===== src/rtl/ds1302_time_sequencer.sv =====
// DS1302 command sequencer: periodic seconds/minutes/hours poll and on-demand time write.
// Optional feature macro DS1302_CH_CLEAR_EN: a halted oscillator (CH=1) triggers a restart write.
module ds1302_time_sequencer #(
   parameter int unsigned POLL_DIV     = 5_000_000,
   parameter int unsigned BUSY_TIMEOUT = 2_000_000
) (
   input  logic       clk,
   input  logic       reset_p,
   input  logic       i_set,
   input  logic [5:0] i_set_hour,
   input  logic [6:0] i_set_min,
   input  logic [6:0] i_set_sec,
   output logic [7:0] o_addr,
   output logic [7:0] o_data,
   output logic       o_valid,
   input  logic       i_busy,
   input  logic [7:0] i_receive,
   output logic [5:0] o_hour,
   output logic [6:0] o_min,
   output logic [6:0] o_sec,
   output logic       o_time_valid,
   output logic       o_seq_busy,
   output logic       o_error
);

   localparam int unsigned PollW = (POLL_DIV > 1) ? $clog2(POLL_DIV) : 1;
   localparam int unsigned ToW   = (BUSY_TIMEOUT > 1) ? $clog2(BUSY_TIMEOUT) : 1;
   localparam logic [PollW-1:0] PollLast = PollW'(POLL_DIV - 1);
   localparam logic [ToW-1:0]   ToLast   = ToW'(BUSY_TIMEOUT - 1);

   typedef enum logic [2:0] {
      StIdle,
      StIssue,
      StWaitDone,
      StCapture,
      StDone
   } state_e;

   state_e           state_q, state_d;
   logic             busy_s1_q, busy_s2_q, busy_s3_q;
   logic             busy_rise, busy_fall;
   logic [1:0]       step_q, step_d, last_step;
   logic             is_write_q, is_write_d;
   logic [PollW-1:0] poll_cnt_q, poll_cnt_d;
   logic             poll_wrap;
   logic             poll_pend_q, poll_pend_d;
   logic             set_pend_q, set_pend_d;
   logic [5:0]       set_hour_q, set_hour_d;
   logic [6:0]       set_min_q, set_min_d;
   logic [6:0]       set_sec_q, set_sec_d;
   logic [ToW-1:0]   to_cnt_q, to_cnt_d;
   logic             timeout, abort;
   logic [6:0]       sh_sec_q, sh_sec_d;
   logic [6:0]       sh_min_q, sh_min_d;
   logic [5:0]       sh_hour_q, sh_hour_d;
   logic [7:0]       cmd_addr, cmd_data;
   logic [7:0]       addr_q, addr_d;
   logic [7:0]       data_q, data_d;
   logic             valid_q, valid_d;
   logic [5:0]       hour_q, hour_d;
   logic [6:0]       min_q, min_d;
   logic [6:0]       sec_q, sec_d;
   logic             tv_q, tv_d;
   logic             seq_busy_q, seq_busy_d;
   logic             error_q, error_d;

   assign busy_rise = busy_s2_q & ~busy_s3_q;
   assign busy_fall = ~busy_s2_q & busy_s3_q;
   assign poll_wrap = (poll_cnt_q == PollLast);
   assign timeout   = (to_cnt_q == ToLast);
   assign last_step = is_write_q ? 2'd3 : 2'd2;

`ifndef DS1302_CH_CLEAR_EN
   logic unused_rx_ch;
   assign unused_rx_ch = i_receive[7];
`endif

   always_comb begin
      state_d     = state_q;
      step_d      = step_q;
      is_write_d  = is_write_q;
      poll_cnt_d  = poll_wrap ? '0 : poll_cnt_q + PollW'(1);
      poll_pend_d = poll_pend_q | poll_wrap;
      set_pend_d  = set_pend_q;
      set_hour_d  = set_hour_q;
      set_min_d   = set_min_q;
      set_sec_d   = set_sec_q;
      to_cnt_d    = '0;
      abort       = 1'b0;
      sh_sec_d    = sh_sec_q;
      sh_min_d    = sh_min_q;
      sh_hour_d   = sh_hour_q;
      hour_d      = hour_q;
      min_d       = min_q;
      sec_d       = sec_q;
      tv_d        = 1'b0;
      error_d     = error_q;

      unique case (state_q)
         StIdle: begin
            if (set_pend_q) begin
               state_d    = StIssue;
               is_write_d = 1'b1;
               step_d     = 2'd0;
               set_pend_d = 1'b0;
            end else if (poll_pend_q) begin
               state_d     = StIssue;
               is_write_d  = 1'b0;
               step_d      = 2'd0;
               poll_pend_d = poll_wrap;
            end
         end
         // Only a fresh rise counts, so a busy already high on entry is waited out.
         StIssue: begin
            if (busy_rise) begin
               state_d = StWaitDone;
            end else if (timeout) begin
               abort = 1'b1;
            end else begin
               to_cnt_d = to_cnt_q + ToW'(1);
            end
         end
         StWaitDone: begin
            if (busy_fall) begin
               state_d = StCapture;
            end else if (timeout) begin
               abort = 1'b1;
            end else begin
               to_cnt_d = to_cnt_q + ToW'(1);
            end
         end
         StCapture: begin
            if (!is_write_q) begin
               case (step_q)
                  2'd0: begin
                     sh_sec_d = i_receive[6:0];
`ifdef DS1302_CH_CLEAR_EN
                     if (i_receive[7]) begin
                        set_pend_d = 1'b1;
                        set_sec_d  = i_receive[6:0];
                        set_min_d  = min_q;
                        set_hour_d = hour_q;
                     end
`endif
                  end
                  2'd1:    sh_min_d  = i_receive[6:0];
                  default: sh_hour_d = i_receive[5:0];
               endcase
            end
            if (step_q == last_step) begin
               state_d = StDone;
            end else begin
               step_d  = step_q + 2'd1;
               state_d = StIssue;
            end
         end
         StDone: begin
            if (!is_write_q) begin
               sec_d  = sh_sec_q;
               min_d  = sh_min_q;
               hour_d = sh_hour_q;
               tv_d   = 1'b1;
            end
            error_d = 1'b0;
            state_d = StIdle;
         end
         default: state_d = StIdle;
      endcase

      if (abort) begin
         state_d = StIdle;
         error_d = 1'b1;
         if (is_write_q) begin
            set_pend_d = 1'b0;
         end else begin
            poll_pend_d = poll_wrap;
         end
      end

      if (i_set) begin
         set_pend_d = 1'b1;
         set_hour_d = i_set_hour;
         set_min_d  = i_set_min;
         set_sec_d  = i_set_sec;
      end
   end

   always_comb begin
      cmd_addr = 8'h81;
      cmd_data = 8'h00;
      if (is_write_d) begin
         case (step_d)
            2'd0: cmd_addr = 8'h8E;
            2'd1: begin
               cmd_addr = 8'h80;
               cmd_data = {1'b0, set_sec_q};
            end
            2'd2: begin
               cmd_addr = 8'h82;
               cmd_data = {1'b0, set_min_q};
            end
            default: begin
               cmd_addr = 8'h84;
               cmd_data = {2'b00, set_hour_q};
            end
         endcase
      end else begin
         case (step_d)
            2'd0:    cmd_addr = 8'h81;
            2'd1:    cmd_addr = 8'h83;
            default: cmd_addr = 8'h85;
         endcase
      end

      addr_d = addr_q;
      data_d = data_q;
      if ((state_d == StIssue) && (state_q != StIssue)) begin
         addr_d = cmd_addr;
         data_d = cmd_data;
      end
      valid_d    = (state_d == StIssue);
      seq_busy_d = (state_q != StIdle) && (state_d != StIdle);
   end

   always_ff @(posedge clk or posedge reset_p) begin
      if (reset_p) begin
         busy_s1_q   <= 1'b0;
         busy_s2_q   <= 1'b0;
         busy_s3_q   <= 1'b0;
         state_q     <= StIdle;
         step_q      <= 2'd0;
         is_write_q  <= 1'b0;
         poll_cnt_q  <= '0;
         poll_pend_q <= 1'b0;
         set_pend_q  <= 1'b0;
         set_hour_q  <= '0;
         set_min_q   <= '0;
         set_sec_q   <= '0;
         to_cnt_q    <= '0;
         sh_sec_q    <= '0;
         sh_min_q    <= '0;
         sh_hour_q   <= '0;
         addr_q      <= '0;
         data_q      <= '0;
         valid_q     <= 1'b0;
         hour_q      <= '0;
         min_q       <= '0;
         sec_q       <= '0;
         tv_q        <= 1'b0;
         seq_busy_q  <= 1'b0;
         error_q     <= 1'b0;
      end else begin
         busy_s1_q   <= i_busy;
         busy_s2_q   <= busy_s1_q;
         busy_s3_q   <= busy_s2_q;
         state_q     <= state_d;
         step_q      <= step_d;
         is_write_q  <= is_write_d;
         poll_cnt_q  <= poll_cnt_d;
         poll_pend_q <= poll_pend_d;
         set_pend_q  <= set_pend_d;
         set_hour_q  <= set_hour_d;
         set_min_q   <= set_min_d;
         set_sec_q   <= set_sec_d;
         to_cnt_q    <= to_cnt_d;
         sh_sec_q    <= sh_sec_d;
         sh_min_q    <= sh_min_d;
         sh_hour_q   <= sh_hour_d;
         addr_q      <= addr_d;
         data_q      <= data_d;
         valid_q     <= valid_d;
         hour_q      <= hour_d;
         min_q       <= min_d;
         sec_q       <= sec_d;
         tv_q        <= tv_d;
         seq_busy_q  <= seq_busy_d;
         error_q     <= error_d;
      end
   end

   assign o_addr       = addr_q;
   assign o_data       = data_q;
   assign o_valid      = valid_q;
   assign o_hour       = hour_q;
   assign o_min        = min_q;
   assign o_sec        = sec_q;
   assign o_time_valid = tv_q;
   assign o_seq_busy   = seq_busy_q;
   assign o_error      = error_q;

endmodule


===== config.mk =====
export PLATFORM = sky130hd
export DESIGN_NAME = ds1302_time_sequencer
export DESIGN_NICKNAME = d
export VERILOG_FILES = /design/src/rtl/ds1302_time_sequencer.sv
export SDC_FILE = /design/constraint.sdc
export NUM_CORES = 1
export LEC_CHECK = 0
export CAP_MARGIN = 20
export CORE_MARGIN = 8
export CORE_UTILIZATION = 50
export DETAILED_ROUTE_END_ITERATION = 16
export PLACE_DENSITY = 0.73
export SKIP_LAST_GASP = 1
export SLEW_MARGIN = 20
export SYNTH_ARGS = -nofsm -noshare
export SYNTH_HDL_FRONTEND = slang
export SYNTH_SLANG_ARGS = --single-unit

===== constraint.sdc =====
create_clock -name clk -period 11.88 [get_ports clk]
set_input_delay 2.376 -clock clk [delete_from_list [all_inputs] [get_ports clk]]
set_output_delay 2.376 -clock clk [all_outputs]
set_load 0.05 [all_outputs]

==> results.json <==
{
  "outcome": "finished clean",
  "cts_buffers": 17,
  "dp_hpwl_um": 8180,
  "ys_ff_latch": 131,
  "vias_per_cell": 5.646,
  "grt_pass1_vias": 4225,
  "cts-resized-gates": 0,
  "slowest_delay_ns": 0.83,
  "h-tree-depth": 4,
  "p_leak_nw": 3.072,
  "min_path_type": "register to register",
  "clock_latency_ns": 0.41,
  "drc": 0,
  "clock.fmax_mhz": 250.3,
  "place_ws_ns": 7.521,
  "io_buffers": 66,
  "timing.final.ws_setup_ns": 7.885,
  "ir_worst_vdd_v": 0.0001142,
  "period_needed_ns": 3.995,
  "wl_um": 12110,
  "worstHoldStart": "busy_s1_q",
  "ys_warn_count": 0,
  "fin_setup_tns_ns": 0,
  "area_delta_synth_final_pct": 22.91,
  "worstReg2RegStart": "state_q[0]",
  "cp-start-kind": "register",
  "drive_gt1_share_pct": 20.10,
  "antenna_found_initial": 0,
  "gr-total-overflow": 0,
  "max_slew_margin_pct": 34.08,
  "clock_skew_ns": 0.01441,
  "num_rows": 39,
  "fin_nets": 601,
  "hold_buffers": 0,
  "clk_pin_slew_ns": 0.06,
  "finalMaxSlewViolations": 0,
  "cap_violations": 0,
  "dieArea_sq_um": 15540,
  "final_cell_mix": "131 x dfrtp_1, 66 x clkdlybuf4s50_1, 61 x mux2_2, 35 x nor2_1, 23 x nand3_1",
  "postSynth.asyncResetShare_pct": 100.0,
  "fp.dieH_um": 124.7,
  "synth_mux_area_share_pct": 11.63,
  "ys.flop_type": "dfrtp_1",
  "postCtsSetupRepairBufs": 0,
  "crit_family": "buffers and inverters",
  "grt_pass1_wl_um": 20400,
  "tritoncts": "done",
  "synth_sequential_area_ratio_pct": 55.52,
  "ioPinCount": 72,
  "crit_path_max_fanout": 2,
  "multiInputGateArea_sq_um": 2467,
  "grt.total_usage_pct": 15.92,
  "synth_top_family_by_area": "simple AND/OR/NAND/NOR gates",
  "nFillCells": 859,
  "worst_slew_pin_slew_ns": 0.9857,
  "placed_cell_area_sq_um": 6651,
  "crit_start": "o_data[0]",
  "p_per_area_nw_per_um2": 188.4,
  "syn_area_per_cell_sq_um": 12.03,
  "synth-xor-area-share_pct": 3.857,
  "end_kind": "output port",
  "path_class": "register to output port",
  "critPathRequiredTime_ns": 9.50,
  "rsz0062_at_grt": "no",
  "fin_area_sq_um": 7257,
  "hold_viol_final": 0,
  "finalCritPeriodShare_pct": 33.63,
  "grt_max_degree": 78,
  "setup_viol_count_final": 0,
  "synth-adder-area-share_pct": 2.119,
  "core_sq_um": 11470,
  "synthCells": 491,
  "synth_edf_count": 0,
  "synth-simple-area-share_pct": 14.69,
  "synth_compound_area_share_pct": 9.239,
  "ys_types": 62,
  "gp_congestion": 0.7597,
  "cts_max_path_buffers": 2,
  "antenna_cells": 0,
  "fin_util_pct": 63.28,
  "cts_sinks": 131,
  "num_vias": 4037,
  "wire_per_inst_um": 16.94,
  "crit_chain": "clkdlybuf4s50_1",
  "final_common_cell": "dfrtp_1",
  "regArea_sq_um": 3278,
  "netlist_area_sq_um": 5904,
  "drt_iter0_drc": 222,
  "start_util_pct": 51.49,
  "firstDrtPassIters": 5,
  "cts_root_buf": "clkbuf_16",
  "die_x_um": 124.7,
  "worst_path_max_delay_cell": "clkdlybuf4s50_1",
  "worst-path-buf-inv": 1,
  "crit_arrival_ns": 1.62,
  "detail-route-antenna-nets": 0
}
-- stage by stage --
step	instances	total power, W	hold WS [ns]
after global routing	715	0.001429	0.3586
after CTS	715	0.001379	0.3554
after global placement	683	0.0008318	0.3450
final	715	0.001367	0.3543
after floorplan	494	0.0007579	0.3312
after detailed placement	683	0.0008431	0.3405
-- state kept, by name, summed over array words and instances (netlist names), 2 cells and up --
| register | flops |
|---|---|
| to_cnt_q | 21 |
| step_q | 2 |
| o_hour | 6 |
| state_q | 3 |
| sh_hour_q | 6 |
| o_sec | 7 |
| poll_cnt_q | 23 |
| sh_sec_q | 7 |
| o_data | 7 |
| sh_min_q | 7 |
| set_min_q | 7 |
| o_min | 7 |
| o_addr | 5 |
| set_sec_q | 7 |
| set_hour_q | 6 |
-- cells by family (layout without fill, tap and decap cells) --
kind of cell,Yosys count,count (layout)
buffers and inverters,35,113
and+or+nand+nor,151,151
DFF,131,131
muxes,61,61
other,1,4
xor gates and xnor gates,26,26
AOI/OAI and AO/OA,76,76
adders and majority gates,10,10
-- metal layers --
layer | part of all wire, % | track usage (%) | up-vias
met5 | 0 | 0 | -
li1 | - | - | 1901
met1 | 44 | 18.82 | 2056
met2 | 51 | 26.48 | 68
met4 | 1.1 | 6.166 | 0
met3 | 4.0 | 4.979 | 12
-- synth_stat cells (8+ instances only) --
library cell | count | share of area [%]
a21oi_1 | 20 | 1.7
o2bb2ai_1 | 10 | 1.5
xnor2_1 | 11 | 1.6
xor2_1 | 15 | 2.2
a22oi_1 | 9 | 1.1
mux2_2 | 61 | 12
dfrtp_1 | 131 | 56
nand2_1 | 20 | 1.3
o21ai_0 | 13 | 1.1
nor3_1 | 8 | 0.68
nand3_1 | 23 | 1.9
or3_1 | 8 | 0.85
nor2_1 | 35 | 2.2
inv_1 | 12 | 0.76
nand4_1 | 8 | 0.85
ha_1 | 10 | 2.1
-- path summary, 6_finish.rpt --
path | to | slack (ns) | depth (start not counted)
setup / recovery | o_data[0] | 7.89 | 1
hold / removal | busy_s2_q | 0.35 | 0
setup reg to reg | o_data[1] | 9.03 | 9
hold reg to reg | busy_s2_q | 0.35 | 0
max in group asynchronous | poll_cnt_q[5] | 8.06 | 3
min in group asynchronous | o_time_valid | 2.43 | 2
-- area by class of cell --
type / count / area share [%]
clock buffers: 18 / 6.052
clock inverters: 14 / 2.293
well taps: 143 / 2.466
repair buffers: 68 / 9.310
inverters: 13 / 0.7069
flip-flops and latches: 131 / 45.17
multi-input cells: 328 / 34.00
-- power breakdown --
| part | switching [W] | leakage, nW | internal (W) | total, W |
|---|---|---|---|---|
| combinational | 0.000197 | 1.10 | 0.000120 | 0.000317 |
| clock | 0.000206 | 0.295 | 0.000321 | 0.000527 |
| sequential | 0.0000346 | 1.68 | 0.000489 | 0.000523 |
No activity file was read; power rests on OpenSTA's default activity.
